===== config.mk =====
export PLATFORM = sky130hd
export DESIGN_NAME = spi_frame_port
export DESIGN_NICKNAME = d
export VERILOG_FILES = /design/src/rtl/spi_pkg.sv /design/src/rtl/spi_frame_port_sync_edge.sv /design/src/rtl/spi_frame_port.sv
export SDC_FILE = /design/constraint.sdc
export NUM_CORES = 1
export LEC_CHECK = 0
export ABC_AREA = 1
export CAP_MARGIN = 20
export CORE_ASPECT_RATIO = 0.5
export CORE_MARGIN = 3
export CORE_UTILIZATION = 51
export CTS_BUF_LIST = sky130_fd_sc_hd__clkbuf_8
export DETAILED_ROUTE_END_ITERATION = 8
export PLACE_DENSITY = 0.84
export SYNTH_ARGS = -nofsm -noshare
export SYNTH_HDL_FRONTEND = slang
export SYNTH_HIERARCHICAL = 1
export SYNTH_SLANG_ARGS = --single-unit

===== constraint.sdc =====
create_clock -name clk_in -period 1.6 [get_ports clk_in]
set_input_delay 0.4 -clock clk_in [delete_from_list [all_inputs] [get_ports clk_in]]
set_output_delay 0.4 -clock clk_in [all_outputs]
set_load 0.005 [all_outputs]

===== src/rtl/spi_pkg.sv =====
// Shared types and helpers for the SPI frame port and its synchronisers.
// Latency: n/a (package only).
// Backpressure: n/a (package only).
package spi_pkg;

  // Frame FSM encoding
  typedef enum logic [1:0] {
    ST_IDLE   = 2'd0,
    ST_ACTIVE = 2'd1,
    ST_COMMIT = 2'd2
  } state_t;

  // Idle levels of the SPI pins, loaded into the synchronisers on reset
  localparam logic SCK_RST_VAL = 1'b0;
  localparam logic SDI_RST_VAL = 1'b0;
  localparam logic CS_RST_VAL  = 1'b1;

  // Ceiling log2; clog2(1) = 0
  function automatic int clog2(input int value);
    int res;
    res = 0;
    for (int i = 0; i < 31; i++) begin
      if ((1 << i) < value) res = i + 1;
    end
    return res;
  endfunction

endpackage


===== src/rtl/spi_frame_port_sync_edge.sv =====
// Multi-flop synchroniser for one asynchronous pin with rise/fall pulses.
// Latency: edge pulse visible STAGES-1 cycles after the pin moves; acted on at edge STAGES.
// Backpressure: none; pulses are single-cycle and must be consumed immediately.
module sync_edge #(
  parameter int   STAGES    = 3,
  parameter logic RESET_VAL = 1'b0
) (
  input  logic clk_in,
  input  logic reset_n_in,
  input  logic i_async,
  output logic o_rise,
  output logic o_fall
);

  logic [STAGES-1:0] r_sync;

  // Shift the pin through the synchroniser chain; stage 0 is the metastable one
  always_ff @(posedge clk_in or negedge reset_n_in) begin
    if (!reset_n_in) begin
      r_sync <= {STAGES{RESET_VAL}};
    end else begin
      r_sync <= {r_sync[STAGES-2:0], i_async};
    end
  end

  // Edges are judged between the last two stages so both inputs are settled
  assign o_rise = r_sync[STAGES-2] & ~r_sync[STAGES-1];
  assign o_fall = ~r_sync[STAGES-2] & r_sync[STAGES-1];

endmodule


===== src/rtl/spi_frame_port.sv =====
// SPI mode-0 slave frame port: receives RX_BITS, commits on cs release, shifts out TX_BITS then daisy data.
// Latency: pin-to-action SYNC_STAGES clk cycles; rx_valid_out pulses in the cycle after cs rise is seen.
// Backpressure: none; the SPI master owns timing, tx_load_in is dropped unless the port is idle.
module spi_frame_port
  import spi_pkg::*;
#(
  parameter int RX_BITS     = 360,
  parameter int TX_BITS     = 32,
  parameter int SYNC_STAGES = 3,
  parameter int MSB_FIRST   = 1,
  parameter int ALLOW_LONG  = 1
) (
  input  logic               clk_in,
  input  logic               reset_n_in,
  input  logic               sck_in,
  input  logic               sdi_in,
  input  logic               cs_n_in,
  output logic               sdo_out,
  output logic [RX_BITS-1:0] rx_data_out,
  output logic               rx_valid_out,
  output logic               rx_error_out,
  input  logic [TX_BITS-1:0] tx_data_in,
  input  logic               tx_load_in,
  output logic               tx_busy_out
);

  // Counter holds 0..RX_BITS+1; the top value is sticky so overlong frames never alias to RX_BITS
  localparam int               CNT_W   = clog2(RX_BITS + 2);
  localparam logic [CNT_W-1:0] CNT_RX  = CNT_W'(RX_BITS);
  localparam logic [CNT_W-1:0] CNT_MAX = CNT_W'(RX_BITS + 1);

  state_t                     r_state;
  logic [CNT_W-1:0]           r_cnt;
  logic [RX_BITS-1:0]         r_rx_shift;
  logic [TX_BITS-1:0]         r_tx_shift;
  logic [RX_BITS-1:0]         r_rx_data;
  logic                       r_rx_valid;
  logic                       r_rx_error;
  logic                       r_busy;
  logic [SYNC_STAGES-1:0]     r_sdi_sync;

  logic                       w_sck_rise;
  logic                       w_sck_fall;
  logic                       w_cs_rise;
  logic                       w_cs_fall;
  logic                       w_sdi;
  logic                       w_fill;
  logic                       w_len_ok;
  logic [RX_BITS-1:0]         w_rx_next;
  logic [TX_BITS-1:0]         w_tx_next;

  sync_edge #(
    .STAGES    (SYNC_STAGES),
    .RESET_VAL (SCK_RST_VAL)
  ) u_sck_sync (
    .clk_in     (clk_in),
    .reset_n_in (reset_n_in),
    .i_async    (sck_in),
    .o_rise     (w_sck_rise),
    .o_fall     (w_sck_fall)
  );

  sync_edge #(
    .STAGES    (SYNC_STAGES),
    .RESET_VAL (CS_RST_VAL)
  ) u_cs_sync (
    .clk_in     (clk_in),
    .reset_n_in (reset_n_in),
    .i_async    (cs_n_in),
    .o_rise     (w_cs_rise),
    .o_fall     (w_cs_fall)
  );

  // Data pin needs only a level; it is stable for a full sck phase around the sampling edge
  always_ff @(posedge clk_in or negedge reset_n_in) begin
    if (!reset_n_in) begin
      r_sdi_sync <= {SYNC_STAGES{SDI_RST_VAL}};
    end else begin
      r_sdi_sync <= {r_sdi_sync[SYNC_STAGES-2:0], sdi_in};
    end
  end

  assign w_sdi = r_sdi_sync[SYNC_STAGES-1];

  // The most recently received bit refills the TX shifter, so sdo replays sdi TX_BITS bits later
  assign w_fill = (MSB_FIRST != 0) ? r_rx_shift[0] : r_rx_shift[RX_BITS-1];

  generate
    if (RX_BITS == 1) begin : g_rx1
      assign w_rx_next = w_sdi;
    end else if (MSB_FIRST != 0) begin : g_rx_msb
      assign w_rx_next = {r_rx_shift[RX_BITS-2:0], w_sdi};
    end else begin : g_rx_lsb
      assign w_rx_next = {w_sdi, r_rx_shift[RX_BITS-1:1]};
    end

    if (TX_BITS == 1) begin : g_tx1
      assign w_tx_next = w_fill;
    end else if (MSB_FIRST != 0) begin : g_tx_msb
      assign w_tx_next = {r_tx_shift[TX_BITS-2:0], w_fill};
    end else begin : g_tx_lsb
      assign w_tx_next = {w_fill, r_tx_shift[TX_BITS-1:1]};
    end
  endgenerate

  assign w_len_ok = (r_cnt == CNT_RX) || ((ALLOW_LONG != 0) && (r_cnt > CNT_RX));

  // Frame FSM: counts bits while cs is low, commits or flags an error on cs release
  always_ff @(posedge clk_in or negedge reset_n_in) begin
    if (!reset_n_in) begin
      r_state    <= ST_IDLE;
      r_cnt      <= '0;
      r_rx_shift <= '0;
      r_tx_shift <= '0;
      r_rx_data  <= '0;
      r_rx_valid <= 1'b0;
      r_rx_error <= 1'b0;
      r_busy     <= 1'b0;
    end else begin
      r_rx_valid <= 1'b0;
      case (r_state)
        ST_IDLE: begin
          if (tx_load_in) begin
            r_tx_shift <= tx_data_in;
          end
          if (w_cs_fall) begin
            r_state    <= ST_ACTIVE;
            r_busy     <= 1'b1;
            r_rx_error <= 1'b0;
            // A bit arriving with the select edge counts after the clear
            if (w_sck_rise) begin
              r_rx_shift <= w_rx_next;
              r_cnt      <= CNT_W'(1);
            end else begin
              r_cnt      <= '0;
            end
          end
        end
        ST_ACTIVE: begin
          if (w_cs_rise) begin
            // Any sck edge coinciding with cs release is outside the frame
            r_state <= ST_COMMIT;
            if (w_len_ok) begin
              r_rx_data  <= r_rx_shift;
              r_rx_valid <= 1'b1;
            end else begin
              r_rx_error <= 1'b1;
            end
          end else if (w_sck_rise) begin
            r_rx_shift <= w_rx_next;
            if (r_cnt != CNT_MAX) begin
              r_cnt <= r_cnt + 1'b1;
            end
          end else if (w_sck_fall) begin
            r_tx_shift <= w_tx_next;
          end
        end
        ST_COMMIT: begin
          r_state <= ST_IDLE;
          r_busy  <= 1'b0;
        end
        default: begin
          r_state <= ST_IDLE;
          r_busy  <= 1'b0;
        end
      endcase
    end
  end

  assign sdo_out      = (MSB_FIRST != 0) ? r_tx_shift[TX_BITS-1] : r_tx_shift[0];
  assign rx_data_out  = r_rx_data;
  assign rx_valid_out = r_rx_valid;
  assign rx_error_out = r_rx_error;
  assign tx_busy_out  = r_busy;

endmodule


==> impl_metrics.toml, run 1 <==
[run_status]
status = "finished, violations left"
violations = "setup timing"

[detailed_routing]
dr.pass1.iters = 5
drtIter0Drc = 2017
num_vias = 23700
viasPerCell = 5.30
drc = 0
drtAntennaViolNets = 0
wl_per_cell_um = 18.2
wirelength_um = 81400

[final_layout]
drive_above_1_share_pct = 22.7
design_area_sq_um = 37100
final_cell_count_no_fill = 4479
fin_nets = 3679
syn_to_final_growth_pct = 27.4

[logic_synthesis]
synth_commonest_cells = "918 x nand2_1, 772 x dfrtp_1, 389 x o21ai_0"
avgSynthCellArea_sq_um = 9.54
syn-num-nets = 3098
async_flop_share_pct = 100
synth_area_leaders = "dfrtp_1 66%, nand2_1 12%, o21ai_0 6.7%"
yosysUniqueCellTypes = 21
ys_ff_latch = 775
ys_warn_count = 6
synth_flop_cell = "dfrtp_1"
synth.largest_area_cell = "dfrtp_1"
synth_edf_count = 0
netlist_instances = 3057
syn-cell-area_sq_um = 29200
yosysSeqAreaShare_pct = 66.5
synth_top_area_share_pct = 66.3
synth_most_common_cell = "nand2_1"

[critical_path]
crit_fanout = 16
endpoint_kind = "flip-flop"
required_ns = 2.16
crit_arrival_ns = 2.42
startpoint_type = "flip-flop"
critPathKind = "reg2reg"

[sta]
timing.fmax_mhz = 538
finalSetupViolCount = 1004
worstMarginPinSlew_ns = 0.403
min_period_over_period_pct = 116
finalCriticalPeriod_ns = 1.86
fin_ws_ns = -0.258
worst_slew_margin_rel_pct = 72.9
hold_viol_final = 0
finClkSkew_ns = 0.0412
grt_setup_unrepaired = "yes"
maxSlewViolCount = 0

[grt]
overflow = 0
antenna_found_initial = 1
grt_usage_pct = 24.7
grt_pass1_wl_um = 120000
grt_pass1_vias = 23400
grt_max_degree = 74

[clock_network]
cts_tree = "yes"
clk_path_buf_depth = 3
htreeDepth = 3
clockRootBuffer = "clkbuf_8"
clk_pin_slew_ns = 0.08
cts_made_buffers = 101
clock-sinks = 775
clk_latency_ns = 0.70

[place]
dp.cells = 4138
dpl.hpwl_um = 49900
routabilityCongestion = 0.834
dpl_cell_area_sq_um = 34700
portBuffers = 401

[die]
chipHeight_um = 175
rows = 61
start_util_pct = 52.0
dieArea_sq_um = 60200
design.portCount = 402
coreArea_sq_um = 56000
die_x_um = 344

[pwr]
p_per_area_nw_per_um2 = 1060
p_total_mw = 39.3
p_leak_nw = 18.2
worst_ir_drop_vdd_mv = 0.634

[job]
drv_cap = 0

[hold_path]
hp-class = "in2reg"
## worst max-delay path: stages (launching register included)
cell	delay, ns
dfrtp_1	0.43
inv_2	0.11
nand3_1	0.11
inv_2	0.10
nand4_4	0.17
buf_12	0.22
buf_4	0.21
o21ai_0	0.36
## flip-flops by register name (all words and copies together) (netlist names)
name and flops:
tx_busy_out 1, rx_error_out 1, r_state 2, r_tx_shift 32
r_cnt 9, rx_data_out 360, u_sck_sync/r_sync 3, u_cs_sync/r_sync 3
r_rx_shift 360, r_sdi_sync 3, rx_valid_out 1
## layout by cell type (no fill, tap or decap), types with 22 or more instances in the layout
cell type,count
buf_12,42
buf_2,334
buf_4,167
buf_6,38
clkbuf_8,133
clkdlybuf4s50_1,36
dfrtp_1,772
inv_1,410
nand2_1,896
nand2_2,22
nand3_1,49
o21ai_0,376
o21ai_1,319
o21ai_2,37
## final cells by class
cell class                      instances  area [sq um]
Antenna cell                            2          5.00
Clock buffer                          133          1830
Clock inverter                         53           304
Fill cell                            3876         18900
Inverter                              380          1430
Multi-Input combinational cell       1727          7770
Sequential cell                       775         19400
Tap cell                              756           946
Timing Repair Buffer                  653          5460
## power breakdown
part	internal, mW	leakage [nW]	switching (mW)
sequential	20.2	10.8	0.374
combinational	1.32	6.19	2.19
clock	7.80	1.24	7.48
total	29.3	18.2	10.0
## routing by layer
metal / share of wire [%] / GRT usage (%) / vias to the layer above
met4: 6.9 / 14.4 / 0
met5: 0 / 0 / -
met3: 4.3 / 3.64 / 334
li1: - / - / 10800
met2: 52 / 43.9 / 872
met1: 37 / 28.7 / 11800
## repair_timing
action / 4_1_cts / 5_1_grt
pin swaps: 0 / 2
buffers inserted: 121 / 9
hold endpoints to repair: 476 / 0
hold buffers: 1 / 0
endpoints found under the setup margin: 1101 / 1108
gates resized for setup: 1516 / 101
cloned: 1 / 21
## kinds of logic after synthesis
family                     count (synthesis)  share of synthesized area, %
buffers and inverters                    555                          7.63
adders and majority gates                  3                         0.129
AOI/OAI and AO/OA                        735                          12.6
and+or+nand+nor                          989                          13.1
DFF                                      775                          66.5
## path summary, 6_finish.rpt
kind / start / endpoint / slack, ns / cells after the start
min: cs_n_in / u_cs_sync/r_sync[0] / 0.13 / 1
max in group asynchronous: reset_n_in / r_tx_shift[20] / 0.63 / 4
min in group asynchronous: reset_n_in / rx_data_out[217] / 0.19 / 2
max reg2reg: r_state[1] / rx_data_out[190] / -0.26 / 7
max: r_state[1] / rx_data_out[190] / -0.26 / 7
min reg2reg: r_sdi_sync[0] / r_sdi_sync[1] / 0.35 / 0
## per-stage QoR
step / util (%) / hold slack, ns / TNS (ns) / worst slack (ns)
floorplan: - / 0.104 / -8.38 / -0.0233
global placement: 61.9 / 0.294 / -69.24 / -0.185
detailed placement: 61.9 / 0.287 / -68.22 / -0.196
CTS: 64.6 / 0.0927 / -68.72 / -0.167
global route: 66.3 / 0.108 / -161.84 / -0.314
finish: 66.3 / 0.135 / -77.56 / -0.258
Power figures use the tool's default switching activity.
==> inputs of run 2 (changes only) <==
- CORE_UTILIZATION: 51 -> 49
- CTS_BUF_LIST: sky130_fd_sc_hd__clkbuf_8 -> unset
- PLACE_DENSITY: 0.84 -> 0.81
==> run 2 against run 1 <==
Compared with the run above: the flow still finishes with violations (setup timing); clock skew shrank 0.0042 ns; combinational power grew 18%; sequential power is essentially flat; first-iteration DRC count grew 21%; maximum frequency shrank 3.2%; critical endpoint is now r_rx_shift[130]; largest power group unchanged.
==> impl_metrics.toml, run 2 (same netlist as run 1, synthesis figures left out) <==
[die]
design.portCount = 402
chipHeight_um = 178
coreArea_sq_um = 58100
dieArea_sq_um = 62600
rows = 62
die_x_um = 351
start_util_pct = 50.2

[detailed_routing]
dr.pass1.iters = 8
drtAntennaViolNets = 0
drtIter0Drc = 2445
wl_per_cell_um = 19.4
viasPerCell = 5.37
num_vias = 24000
wirelength_um = 86600
drc = 0

[grt]
grt_max_degree = 87
grt_pass1_vias = 23500
grt_pass1_wl_um = 123000
overflow = 0
grt_usage_pct = 24.8
antenna_found_initial = 1

[pwr]
p_int_mw = 31.8
p_leak_nw = 18.6
p_clk_share_pct = 41.7
worst_ir_drop_vdd_mv = 0.923
p_per_area_nw_per_um2 = 1100
p_total_mw = 42.2
share_seq_of_total_power_pct = 48.6
sw_frac_of_total_pct = 24.7
switchingPower_mw = 10.4
comb_power_share_pct = 9.8

[critical_path]
worst-path-buf-inv = 5
required_ns = 2.11
critPathMaxStageDelay_ns = 0.57
crit_slowest_cell = "dfstp_2"
critPathKind = "reg2reg"
crit_start = "u_cs_sync/r_sync[2]"
crit_fanout = 9
cp_top_family = "buffers and inverters"
cpMostUsedCell = "clkbuf_16"
crit_arrival_ns = 2.43
endpoint_kind = "flip-flop"
startpoint_type = "flip-flop"
timing.rr.start = "u_cs_sync/r_sync[2]"
cp_cell_sequence = "inv_2, nor2_2, inv_1, nand2_2, nand4_4, buf_12, clkbuf_16, clkbuf_16, o21ai_2"

[clock_network]
htreeDepth = 3
clk_path_buf_depth = 3
clock-sinks = 775
cts_made_buffers = 68
cts_tree = "yes"
clk_latency_ns = 0.63
clk_pin_slew_ns = 0.07
clockRootBuffer = "clkbuf_16"

[job]
drv_cap = 0

[sta]
min_period_over_period_pct = 120
worstMarginPinSlew_ns = 0.423
maxSlewViolCount = 0
fin_ws_ns = -0.320
timing.fmax_mhz = 521
worst_slew_margin_rel_pct = 71.8
grt_setup_unrepaired = "yes"
finClkSkew_ns = 0.0371
finalCriticalPeriod_ns = 1.92
finalSetupViolCount = 739
finalSetupTns_ns = -81.09
hold_viol_final = 0

[hold_path]
hp-class = "in2reg"
hold_start = "cs_n_in"

[final_layout]
drive_above_1_share_pct = 24.7
syn_to_final_growth_pct = 31.4
diodes = 0
layout_common_cells = "862 x nand2_1, 772 x dfrtp_1, 375 x o21ai_0, 375 x inv_1, 357 x buf_2"
final_common_cell = "nand2_1"
fin_nets = 3683

[place]
portBuffers = 401
routabilityCongestion = 0.844
dpl.hpwl_um = 49800

[run_status]
status = "finished, violations left"
violations = "setup timing"
[run 2: cell types whose count changed in the layout (fill, tap and decap cells not counted), sizes merged]
cell           delta
inv              -35
clkbuf           -30
buf              +16
clkdlybuf4s15     +7
bufinv            +6
clkinv            +6
clkinvlp          +3
diode             -2
[run 2: power by group through the flow]
stage | logic, mW | clock network, mW | registers, mW
finish | 4.13 | 17.6 | 20.5
global route | 4.51 | 18.6 | 20.6
CTS | 3.31 | 17.6 | 20.5
detailed placement | 2.97 | 0 | 20.9
global placement | 2.87 | 0 | 20.8
floorplan | 1.73 | 0 | 20.8
[run 2: worst reg2reg max path: stages, from the launching register on]
cell	delay (ns)
dfstp_2	0.57
inv_2	0.04
nor2_2	0.09
inv_1	0.05
nand2_2	0.09
nand4_4	0.15
buf_12	0.20
clkbuf_16	0.22
clkbuf_16	0.19
o21ai_2	0.25
[run 2: what timing repair did]
action | 4_1_cts | 5_1_grt
hold buffers | 1 | 0
pin swaps | 3 | 4
endpoints found under the hold margin | 68 | 0
setup buffers | 116 | 7
gates resized for setup | 1485 | 207
cloned | 11 | 43
endpoints found under the setup margin | 1123 | 825
[run 2: area by class of cell]
class                           count  area, sq um
Fill cell                        4060        19800
Sequential cell                   775        19400
Multi-Input combinational cell   1727         8090
Timing Repair Buffer              690         6080
Clock buffer                       89         1930
Inverter                          380         1430
Tap cell                          768          961
Clock inverter                     33          420
[run 2: final timing paths]
check                                       to  slack [ns]  depth (start not counted)
min                        u_cs_sync/r_sync[0]        0.22                          1
max reg2reg                    r_rx_shift[130]       -0.32                          9
min reg2reg                      r_sdi_sync[2]        0.35                          0
max                            r_rx_shift[130]       -0.32                          9
max in group asynchronous  u_cs_sync/r_sync[1]        0.57                          4
min in group asynchronous     rx_data_out[180]        0.28                          2
[run 2: per-stage QoR]
stage	instances	area (sq um)	hold slack [ns]	worst slack, ns	util [%]
after floorplan	3057	29300	0.104	-0.0233	-
final	4462	38300	0.219	-0.320	65.9
after global routing	4462	38300	0.189	-0.327	65.9
after detailed placement	4166	34800	0.319	-0.250	59.9
after global placement	4166	34800	0.316	-0.192	59.9
after CTS	4416	36700	0.192	-0.220	63.2
[run 2: routing by layer]
metal  vias to the layer above  share of wire, %  global-route usage [%]
met2                       928                52                    44.4
met5                         -             0.015                       0
met1                     11900                36                    28.4
met3                       366               4.6                    3.62
met4                         2               7.4                    15.4
li1                      10800                 -                       -
